**src/rtl/speed_level_controller.sv**
```systemverilog
// Speed level controller for the snake game.
// Runs the game FSM and counts eaten food. Once a full group of food has
// been eaten, one level step is armed. The step is applied on the next
// synchronised slow_clock rising edge (game_tick), so the speed never
// changes in the middle of a slow_clock period.
`timescale 1ns/1ps

module speed_level_controller #(
   parameter int unsigned FOODS_PER_LEVEL = 4,
   parameter logic [2:0]  START_LEVEL     = 3'd0
) (
   input  logic       clock,
   input  logic       reset,
   input  logic       start,
   input  logic       pause,
   input  logic       food_eaten,
   input  logic       collision,
   input  logic       slow_clock,
   output logic [2:0] level,
   output logic       game_tick,
   output logic       level_up,
   output logic [1:0] state,
   output logic [3:0] food_count
);

   typedef enum logic [1:0] {
      IDLE   = 2'b00,
      RUN    = 2'b01,
      PAUSED = 2'b10,
      OVER   = 2'b11
   } state_t;

   localparam logic [3:0] LAST_FOOD = 4'(FOODS_PER_LEVEL - 1);
   localparam logic [2:0] MAX_LEVEL = 3'd7;

   state_t     state_reg;
   logic [2:0] level_reg;
   logic [3:0] food_count_reg;
   logic       pending_reg;
   logic       game_tick_reg;
   logic       level_up_reg;

   // slow_clock synchroniser (s1, s2) plus history flop s3 for edge detection
   logic s1_reg;
   logic s2_reg;
   logic s3_reg;

   logic       tick_next;
   logic       run_quiet;
   logic       step;
   logic [2:0] level_after;
   logic       food_counted;
   logic       group_done;

   // Bring slow_clock into the clock domain and keep one sample of history
   always_ff @(posedge clock or posedge reset) begin
      if (reset) begin
         s1_reg <= 1'b0;
         s2_reg <= 1'b0;
         s3_reg <= 1'b0;
      end else begin
         s1_reg <= slow_clock;
         s2_reg <= s1_reg;
         s3_reg <= s2_reg;
      end
   end

   // Decode this cycle's tick, level step and food accounting
   always_comb begin
      tick_next    = s2_reg & ~s3_reg & (state_reg == RUN);
      // A collision or pause leaves RUN, so food and level steps are dropped
      run_quiet    = (state_reg == RUN) & ~collision & ~pause;
      step         = run_quiet & tick_next & pending_reg & (level_reg != MAX_LEVEL);
      level_after  = step ? (level_reg + 3'd1) : level_reg;
      food_counted = run_quiet & food_eaten;
      group_done   = food_counted & (food_count_reg == LAST_FOOD);
   end

   // Game FSM with level, food counter and pending-step bookkeeping
   always_ff @(posedge clock or posedge reset) begin
      if (reset) begin
         state_reg      <= IDLE;
         level_reg      <= START_LEVEL;
         food_count_reg <= 4'd0;
         pending_reg    <= 1'b0;
         game_tick_reg  <= 1'b0;
         level_up_reg   <= 1'b0;
      end else begin
         game_tick_reg <= tick_next;
         level_up_reg  <= 1'b0;
         case (state_reg)
            IDLE: begin
               if (start) begin
                  state_reg      <= RUN;
                  level_reg      <= START_LEVEL;
                  food_count_reg <= 4'd0;
                  pending_reg    <= 1'b0;
               end
            end
            RUN: begin
               if (collision) begin
                  state_reg <= OVER;
               end else if (pause) begin
                  state_reg <= PAUSED;
               end else begin
                  level_reg    <= level_after;
                  level_up_reg <= step;
                  if (food_counted) begin
                     food_count_reg <= group_done ? 4'd0 : (food_count_reg + 4'd1);
                  end
                  // A group finished on a tick cycle arms the next tick, not this one;
                  // judging against the post-step level keeps level from passing 7
                  if (group_done && (level_after != MAX_LEVEL)) begin
                     pending_reg <= 1'b1;
                  end else if (step) begin
                     pending_reg <= 1'b0;
                  end
               end
            end
            PAUSED: begin
               if (pause) begin
                  state_reg <= RUN;
               end
            end
            OVER: begin
               if (start) begin
                  state_reg      <= RUN;
                  level_reg      <= START_LEVEL;
                  food_count_reg <= 4'd0;
                  pending_reg    <= 1'b0;
               end
            end
            default: begin
               state_reg <= IDLE;
            end
         endcase
      end
   end

   assign state      = state_reg;
   assign level      = level_reg;
   assign food_count = food_count_reg;
   assign game_tick  = game_tick_reg;
   assign level_up   = level_up_reg;

endmodule

```
**config.mk**
```make
export PLATFORM = sky130hd
export DESIGN_NAME = speed_level_controller
export DESIGN_NICKNAME = d
export VERILOG_FILES = /design/src/rtl/speed_level_controller.sv
export SDC_FILE = /design/constraint.sdc
export NUM_CORES = 1
export LEC_CHECK = 0
export ABC_AREA = 1
export CORE_ASPECT_RATIO = 0.7
export CORE_MARGIN = 8
export CORE_UTILIZATION = 25
export CTS_BUF_LIST = sky130_fd_sc_hd__clkbuf_16
export DETAILED_ROUTE_END_ITERATION = 8
export GPL_TIMING_DRIVEN = 0
export PLACE_DENSITY_LB_ADDON = 0.25
export SLEW_MARGIN = 10
export SYNTH_ARGS = -nofsm -noshare
export SYNTH_HDL_FRONTEND = slang
export SYNTH_SLANG_ARGS = --single-unit
```
**constraint.sdc**
```tcl
create_clock -name clock -period 2 [get_ports clock]
set_input_delay 0.4 -clock clock [delete_from_list [all_inputs] [get_ports clock]]
set_output_delay 0.4 -clock clock [all_outputs]
set_load 0.02 [all_outputs]
```
==> impl_metrics.json <==
{
  "status": "finished clean",
  "place_area_um2": 1040,
  "grt.total_usage_pct": 7.02,
  "cts-root-buf": "clkbuf_16",
  "hp-class": "reg -> reg",
  "numClockSinks": 15,
  "portBuffers": 17,
  "slowest_stage": "dfrtp_1",
  "area_growth_pct": 36.1,
  "setup_viol": 0,
  "start_kind": "flip-flop",
  "ant_nets": 0,
  "grt_overflow": 0,
  "drive_above_1_share_pct": 12.9,
  "first_global_vias": 654,
  "postLayoutCellArea_um2": 1120,
  "vias": 654,
  "min_period_ns": 1.74,
  "clock_skew_ns": 0.00216,
  "syn_area_um2": 825,
  "max_stage_delay_ns": 0.41,
  "slew_viol_final": 0,
  "drtIter0Drc": 30,
  "slew-limit-headroom_pct": 62.0,
  "timing_hold_violations_final": 0,
  "clk_pin_slew_ns": 0.05,
  "rsz0062_at_grt": "false",
  "fin_nets": 130,
  "pwr_density_cell_nw_per_um2": 1250,
  "cts_resized": 0,
  "holdBufCountCts": 0,
  "clock_latency_ns": 0.24,
  "max_freq_mhz": 573,
  "hpwl_mm": 1.38,
  "gp_congestion": 0.760,
  "post_cts_buffers": 0,
  "num_rows": 17,
  "fin_tns_setup_ns": 0,
  "ios": 18,
  "syn_inst": 95,
  "diodes": 0,
  "largest_reg_flops": 4,
  "arrival_ns": 1.87,
  "crit_chain": "ha_1 -> ha_1 -> inv_1 -> nand2_1 -> nor2_4 -> nand2_4 -> nand2_1 -> nand2_1 -> nand3_2 -> nand2_1 -> nand2_1 -> nand2_1 -> nand2_1 -> nand2_1",
  "yosysSeqAreaShare_pct": 45.5,
  "cts_tree": "yes",
  "grt_max_degree": 16,
  "die_y_um": 64.1,
  "cts_htree_levels": 1,
  "cpMostUsedCell": "nand2_1",
  "synth-seq-cells": 15,
  "antenna_found_initial": 0,
  "core_um2": 3150,
  "viasPerCell": 4.25,
  "dieArea_um2": 5420,
  "p_leak_uw": 0.000564,
  "grt_pass1_wl_mm": 3.02,
  "synth_nets": 108,
  "clk_path_buf_depth": 2,
  "cp.required_ns": 2.13,
  "wl_per_cell_um": 11.3,
  "worst_pin_slew_ns": 0.569,
  "first_pass_iters": 4,
  "wl_mm": 1.73,
  "worstSetupPathType": "reg -> reg",
  "max_cap_violations": 0,
  "path_max_fanout": 4,
  "yosysWarnings": 0,
  "synthDistinctLibCells": 20,
  "cp-end-kind": "flip-flop",
  "syn_area_per_cell_um2": 8.68,
  "ir_worst_vdd_mv": 0.489,
  "layout_common_cells": "24 x nand2_1, 17 x clkdlybuf4s50_1, 16 x inv_1",
  "initial_core_util_pct": 26.2,
  "dieWidth_um": 84.6,
  "mostFrequentLayoutCell": "nand2_1",
  "fin_crit_sh_pct": 87.2,
  "drcViolationCount": 0,
  "cts-buffers-inserted": 3
}
-- final cells by class --
type                       instances  area, um2
inverter                          16       60.1
sequential                        15        375
clock inverter                     1       5.00
multi-input combinational         64        389
fill                             330       2030
tap                               38       47.5
timing repair buffer              17        170
clock buffer                       3       75.1
-- final timing paths --
path	cells past startpoint	slack (ns)	endpoint	startpoint
max in group asynchronous	2	1.11	food_count[1]$_DFFE_PP0P_	reset
min in group asynchronous	2	0.51	s1_reg$_DFF_PP0_	reset
setup reg to reg	14	0.26	pending_reg$_DFFE_PP0P_	level[0]$_DFFE_PP0P_
hold / removal	0	0.35	s2_reg$_DFF_PP0_	s1_reg$_DFF_PP0_
setup / recovery	14	0.26	pending_reg$_DFFE_PP0P_	level[0]$_DFFE_PP0P_
hold reg to reg	0	0.35	s2_reg$_DFF_PP0_	s1_reg$_DFF_PP0_
-- logic make-up (layout without fill, tap and decap cells) --
logic type,count (synthesis),after routing,synth area share [%]
XOR/XNOR,2,2,2.12
flip-flops,15,15,45.5
buffers and inverters,16,37,7.28
adder cells (fa/ha/maj),6,6,9.10
AND/OR/NAND/NOR,48,48,29.6
AO/OA/AOI/OAI,8,8,6.37
-- stage by stage --
stage / util, % / std cells / total power, uW / hold slack, ns / worst slack [ns]
after floorplan: - / 95 / 826 / 0.301 / 0.310
after global placement: 33.1 / 150 / 1020 / 0.334 / 0.193
after detailed placement: 33.1 / 150 / 1030 / 0.340 / 0.181
after CTS: 35.7 / 154 / 1430 / 0.351 / 0.252
after global routing: 35.7 / 154 / 1520 / 0.352 / 0.0621
final: 35.7 / 154 / 1400 / 0.348 / 0.255
-- metal layers --
metal / GRT usage [%] / part of all wire [%] / vias to the layer above
li1: - / - / 339
met3: 4.97 / 9.9 / 4
met4: 1.99 / 0.87 / 0
met1: 8.52 / 48 / 295
met2: 9.59 / 41 / 16
met5: 0 / 0 / -
-- power breakdown --
part	internal (uW)	total [uW]	switching, uW
clock network	267	386	119
registers	362	420	57.8
logic	228	596	368
-- cell usage after synthesis --
library cell / count / area share [%]
a21oi_1: 1 / 0.61
a21oi_2: 1 / 1.1
dfrtp_1: 15 / 46
ha_1: 6 / 9.1
inv_1: 16 / 7.3
nand2_1: 24 / 11
nand2_2: 3 / 2.3
nand2_4: 1 / 1.4
nand3_1: 10 / 6.1
nand3_2: 1 / 1.2
nor2_1: 6 / 2.7
nor2_4: 1 / 1.4
nor2_8: 1 / 2.4
nor3_2: 1 / 1.2
o21ai_0: 2 / 1.2
o21ai_1: 1 / 0.61
o21ai_2: 2 / 2.1
o22ai_1: 1 / 0.76
xnor2_1: 1 / 1.1
xor2_1: 1 / 1.1
-- worst max-delay path, delay by kind of cell, from the launching register on --
family / cells / cell delay (ns)
adders and majority gates: 2 / 0.38
buffers and inverters: 1 / 0.05
DFF: 1 / 0.41
and+or+nand+nor: 11 / 0.79
No activity file was read; power rests on OpenSTA's default activity.
